## src/rtl/regfile_pkg.sv

```systemverilog
// Shared types and defaults for the register-file write-port controller.
package regfile_pkg;

  typedef enum logic {
    CLR = 1'b0,
    ARB = 1'b1
  } state_t;

  localparam int DATA_W_DEF   = 32;
  localparam int ADDR_W_DEF   = 5;
  localparam int NUM_REGS_DEF = 32;

  localparam logic PORT_A = 1'b0;
  localparam logic PORT_B = 1'b1;

endpackage

```

## src/rtl/regfile_wr_arbiter_rr_arbiter2.sv

```systemverilog
// Two-requester round-robin grant logic with its priority pointer.
module rr_arbiter2
  import regfile_pkg::*;
(
  input  logic clk,
  input  logic rst,
  input  logic i_en,
  input  logic i_req_a,
  input  logic i_req_b,
  output logic o_gnt_a,
  output logic o_gnt_b
);

  logic r_pri;

  always_comb begin
    o_gnt_a = 1'b0;
    o_gnt_b = 1'b0;
    if (i_en) begin
      if (i_req_a && i_req_b) begin
        o_gnt_a = (r_pri == PORT_A);
        o_gnt_b = (r_pri == PORT_B);
      end else begin
        o_gnt_a = i_req_a;
        o_gnt_b = i_req_b;
      end
    end
  end

  // Pointer always moves away from whichever port just won; idle cycles leave it alone.
  always_ff @(posedge clk or posedge rst) begin
    if (rst) begin
      r_pri <= PORT_A;
    end else if (o_gnt_a) begin
      r_pri <= PORT_B;
    end else if (o_gnt_b) begin
      r_pri <= PORT_A;
    end
  end

endmodule

```

## src/rtl/regfile_wr_arbiter.sv

```systemverilog
// Register-file write-port controller: clear sweep, then round-robin A/B writeback.
// Optional REGWR_ZERO_GUARD_EN suppresses the write of handshakes targeting register 0.
module regfile_wr_arbiter
  import regfile_pkg::*;
#(
  parameter int DATA_W   = DATA_W_DEF,
  parameter int ADDR_W   = ADDR_W_DEF,
  parameter int NUM_REGS = NUM_REGS_DEF
) (
  input  logic              clk,
  input  logic              rst,
  input  logic              a_valid,
  output logic              a_ready,
  input  logic [ADDR_W-1:0] a_addr,
  input  logic [DATA_W-1:0] a_data,
  input  logic              b_valid,
  output logic              b_ready,
  input  logic [ADDR_W-1:0] b_addr,
  input  logic [DATA_W-1:0] b_data,
  input  logic              clr_start,
  output logic              busy,
  output logic              rf_we,
  output logic [ADDR_W-1:0] rf_waddr,
  output logic [DATA_W-1:0] rf_wdata
);

  localparam logic [ADDR_W-1:0] LAST_ADDR = ADDR_W'(NUM_REGS - 1);

  state_t            r_state;
  state_t            w_state_nxt;
  logic [ADDR_W-1:0] r_cnt;
  logic              w_en;
  logic              w_gnt_a;
  logic              w_gnt_b;
  logic              w_fwd;
  logic [ADDR_W-1:0] w_sel_addr;
  logic [DATA_W-1:0] w_sel_data;
  logic              r_we;
  logic [ADDR_W-1:0] r_waddr;
  logic [DATA_W-1:0] r_wdata;

  rr_arbiter2 u_arb (
    .clk     (clk),
    .rst     (rst),
    .i_en    (w_en),
    .i_req_a (a_valid),
    .i_req_b (b_valid),
    .o_gnt_a (w_gnt_a),
    .o_gnt_b (w_gnt_b)
  );

  always_ff @(posedge clk or posedge rst) begin
    if (rst) begin
      r_state <= CLR;
      r_cnt   <= '0;
    end else begin
      r_state <= w_state_nxt;
      if (r_state == CLR) begin
        r_cnt <= r_cnt + ADDR_W'(1);
      end else if (w_state_nxt == CLR) begin
        r_cnt <= '0;
      end
    end
  end

  always_comb begin
    w_state_nxt = r_state;
    case (r_state)
      CLR:     if (r_cnt == LAST_ADDR) w_state_nxt = ARB;
      ARB:     if (clr_start) w_state_nxt = CLR;
      default: w_state_nxt = CLR;
    endcase
  end

  // A clr_start cycle in ARB issues no grant, so the pointer is preserved across the sweep.
  always_comb begin
    busy    = (r_state == CLR);
    w_en    = (r_state == ARB) && !clr_start;
    a_ready = w_gnt_a;
    b_ready = w_gnt_b;
  end

  assign w_sel_addr = w_gnt_a ? a_addr : b_addr;
  assign w_sel_data = w_gnt_a ? a_data : b_data;

`ifdef REGWR_ZERO_GUARD_EN
  assign w_fwd = (w_gnt_a || w_gnt_b) && (w_sel_addr != '0);
`else
  assign w_fwd = w_gnt_a || w_gnt_b;
`endif

  always_ff @(posedge clk or posedge rst) begin
    if (rst) begin
      r_we    <= 1'b0;
      r_waddr <= '0;
      r_wdata <= '0;
    end else if (r_state == CLR) begin
      r_we    <= 1'b1;
      r_waddr <= r_cnt;
      r_wdata <= '0;
    end else if (w_fwd) begin
      r_we    <= 1'b1;
      r_waddr <= w_sel_addr;
      r_wdata <= w_sel_data;
    end else begin
      r_we    <= 1'b0;
    end
  end

  assign rf_we    = r_we;
  assign rf_waddr = r_waddr;
  assign rf_wdata = r_wdata;

endmodule

```

## config.mk

```make
export PLATFORM = sky130hd
export DESIGN_NAME = regfile_wr_arbiter
export DESIGN_NICKNAME = d
export VERILOG_FILES = /design/src/rtl/regfile_pkg.sv /design/src/rtl/regfile_wr_arbiter_rr_arbiter2.sv /design/src/rtl/regfile_wr_arbiter.sv
export SDC_FILE = /design/constraint.sdc
export NUM_CORES = 1
export LEC_CHECK = 0
export BUFFER_PORTS_ARGS = -buffer_cell sky130_fd_sc_hd__buf_2
export CAP_MARGIN = 5
export CORE_UTILIZATION = 40
export DETAILED_ROUTE_END_ITERATION = 12
export PLACE_DENSITY_LB_ADDON = 0.15
export SLEW_MARGIN = 15
export SYNTH_ARGS = -nofsm -noshare
export SYNTH_HDL_FRONTEND = slang
export SYNTH_SLANG_ARGS = --single-unit
```

## constraint.sdc

```tcl
create_clock -name clk -period 1.45 [get_ports clk]
set_clock_uncertainty 0.15 [all_clocks]
set_input_delay 0.0725 -clock clk [delete_from_list [all_inputs] [get_ports clk]]
set_output_delay 0.0725 -clock clk [all_outputs]
set_load 0.01 [all_outputs]
```

==> reports/results.ini <==
[sta]
whs_ns=0.00930
postLayoutSetupSlackWorst_ns=-0.0946
fin_crit_ns=1.54
hold_viol=0
tightestPinTransition_ns=0.306
rsz0062_at_grt=yes
max_freq_mhz=647
slew_viol_final=0
maxSlewHeadroom_pct=79.5
fin_crit_sh_pct=107
setup_tns_ns=-0.679
setup_violations=19

[synth]
synth_top_family_by_area=compound AO/OA/AOI/OAI gates
synth_top_cell_by_area=dfrtp_1
synth_mux_area_share_pct=1.69
synth.area.top_cells=dfrtp_1, a211oi_1, nand2_1
yosys_register_bits=45
syn_area_um2=2370
yosys_warnings=0
yosys.area_share.simple_pct=13.3
ys_seq_area_share_pct=47.5
avgSynthCellArea_um2=9.49
synth_compound_area_share_pct=29.7
ys_types=29
synth_top_area_share_pct=47.5
synth_xor_area_share_pct=0
syn_nets=331
synthAdderAreaFrac_pct=1.05
synth_cells=250

[floorplan]
dieArea_um2=6240
coreArea_um2=5610
pin_count=120
num_rows=27
die_w_um=79.0
start_util_pct=42.3
dieHeight_um=79.0

[detailed_routing]
drt-total-wl_mm=9.45
dr.pass1.iters=4
initialDrtViolationCount=157
ant_nets=0
routedWlPerCell_um=17.6
vias=2926
drc=0
drt-vias-per-instance=5.45

[worst_setup_path]
path_buf_inv=2
worstSetupEndpointType=register
crit_slowest_cell=dfrtp_2
cp-start-kind=register
critPathMaxStageDelay_ns=0.43
cp_data_required_time_ns=1.48
cp_data_arrival_time_ns=1.58
crit_path_cell_trace=nand2b_1 -> buf_6 -> buf_4 -> a211oi_1 -> a22oi_1
critPathKind=register to register
cp_max_fo=7
path_delay_family=flip-flops

[clock_network]
htreeDepth=2
clk_latency_ns=0.30
cts.sinks=45
root_buffer=clkbuf_8
numCtsBuffers=5
cts_tree=built
cts.reportedPaths.clkPinSlew_ns=0.09
cts.path.max_buffers=2

[grt]
grt_antenna_before_repair=0
grt_pass1_vias=2875
gr-total-overflow=0
grt_pass1_wl_mm=14.0
grt_usage_pct=29.4
grt_max_degree=46

[place]
hpwl_mm=4.60
io_buffers=119
place_congestion=0.759
place_inst=437

[final_layout]
diodes=0
n_fill_cell=365
fin_nets=545
final_cell_mix=buf_2, dlygate4sd3_1, nand2_1, dfrtp_1, a211oi_2
drive_gt1_share_pct=46.7
finalNonFillerCells=537
layout_commonest_cell=buf_2
syn_to_final_growth_pct=90.0

[outcome]
violations=setup timing
status=complete, but fails checks

[pwr]
power.density_nw_per_um2=988
power.leakage_uw=0.00216
vdd_drop_max_uv=608

[worst_hold_path]
hold_path_class=input port to register

[flow_run]
drv_cap=0

[logic make-up after synthesis]
group	count (synthesis)
DFF	45
AOI/OAI and AO/OA	91
muxes	4
and+or+nand+nor	80
buffers and inverters	28
adders and majority gates	2
[Yosys cell counts]
library cell,number
o31ai_1,1
a22oi_1,33
mux2i_1,4
dfrtp_1,45
nor2b_2,1
o21ai_2,1
a211oi_1,37
a21o_1,2
buf_4,2
nor2_1,5
or2b_1,1
a21boi_4,1
a31oi_1,2
a22o_1,2
a21bo_2,1
a21oi_1,2
inv_1,4
o21ai_0,3
and3_1,1
a22oi_2,3
o211a_1,1
ha_1,2
nand2b_1,1
o2bb2ai_1,2
nand3_1,1
nand2_1,70
buf_6,4
clkbuf_1,4
buf_2,14
[worst reg2reg max path: stages, from the launching register on]
cell      delay [ns]
dfrtp_2         0.43
nand2b_1        0.14
buf_6           0.17
buf_4           0.16
a211oi_1        0.26
a22oi_1         0.11
[where the power goes]
part | internal (µW) | switching, µW | leakage, µW | total, µW
clock | 562 | 440 | 0.0000585 | 1000
sequential | 1470 | 160 | 0.000599 | 1630
combinational | 948 | 869 | 0.00150 | 1820
total | 2990 | 1470 | 0.00216 | 4450
[registers in the layout, summed over array words and instances, names as in the netlist]
name,flops
rf_we,1
rf_wdata,32
rf_waddr,5
r_state,1
u_arb.r_pri,1
r_cnt,5
[through the flow]
stage	total power, µW	worst slack (ns)	cell area, µm²	utilization, %
after floorplan	2380	0.0263	2370	-
after global placement	2920	0.0475	3170	56.4
after detailed placement	2940	-0.0231	3170	56.4
after CTS	4260	-0.0694	4240	75.7
after global routing	4690	-0.149	4510	80.4
final	4450	-0.0946	4510	80.4
[final cells by class]
class | count | area (µm²) | share of cell area [%]
Clock buffer | 7 | 86.3 | 1.92
Timing Repair Buffer | 231 | 1820 | 40.3
Tap cell | 72 | 90.1 | 2.00
Multi-Input combinational cell | 177 | 1340 | 29.7
Inverter | 4 | 15.0 | 0.333
Clock inverter | 1 | 30.0 | 0.666
Sequential cell | 45 | 1130 | 25.0
[routing by layer]
layer / track usage [%] / up-vias / part of all wire, %
met5: 0 / - / 0
met4: 12.5 / 0 / 2.5
met3: 5.75 / 28 / 6.1
met2: 51.0 / 152 / 52
met1: 35.2 / 1405 / 39
li1: - / 1341 / -
[path summary, 6_finish.rpt]
kind                                start            to  slack (ns)  depth (start not counted)
worst max-delay path              r_state  rf_wdata[25]       -0.09                          5
worst min-delay path            clr_start   rf_waddr[0]       0.009                          3
worst max register to register    r_state  rf_wdata[25]       -0.09                          5
worst min register to register   r_cnt[3]      r_cnt[3]        0.38                          1
max in group asynchronous             rst   u_arb.r_pri        0.72                          4
min in group asynchronous             rst  rf_wdata[22]        0.22                          4
[what timing repair did]
item                                    4_1_cts  5_1_grt
resized for setup                            17       52
pin swaps                                     3        5
hold buffers                                 78        0
setup buffers                                12        0
gates cloned                                  1        1
endpoints found under the setup margin       27       42
hold endpoints to repair                     86        0
(Power assumes the default switching activity.)
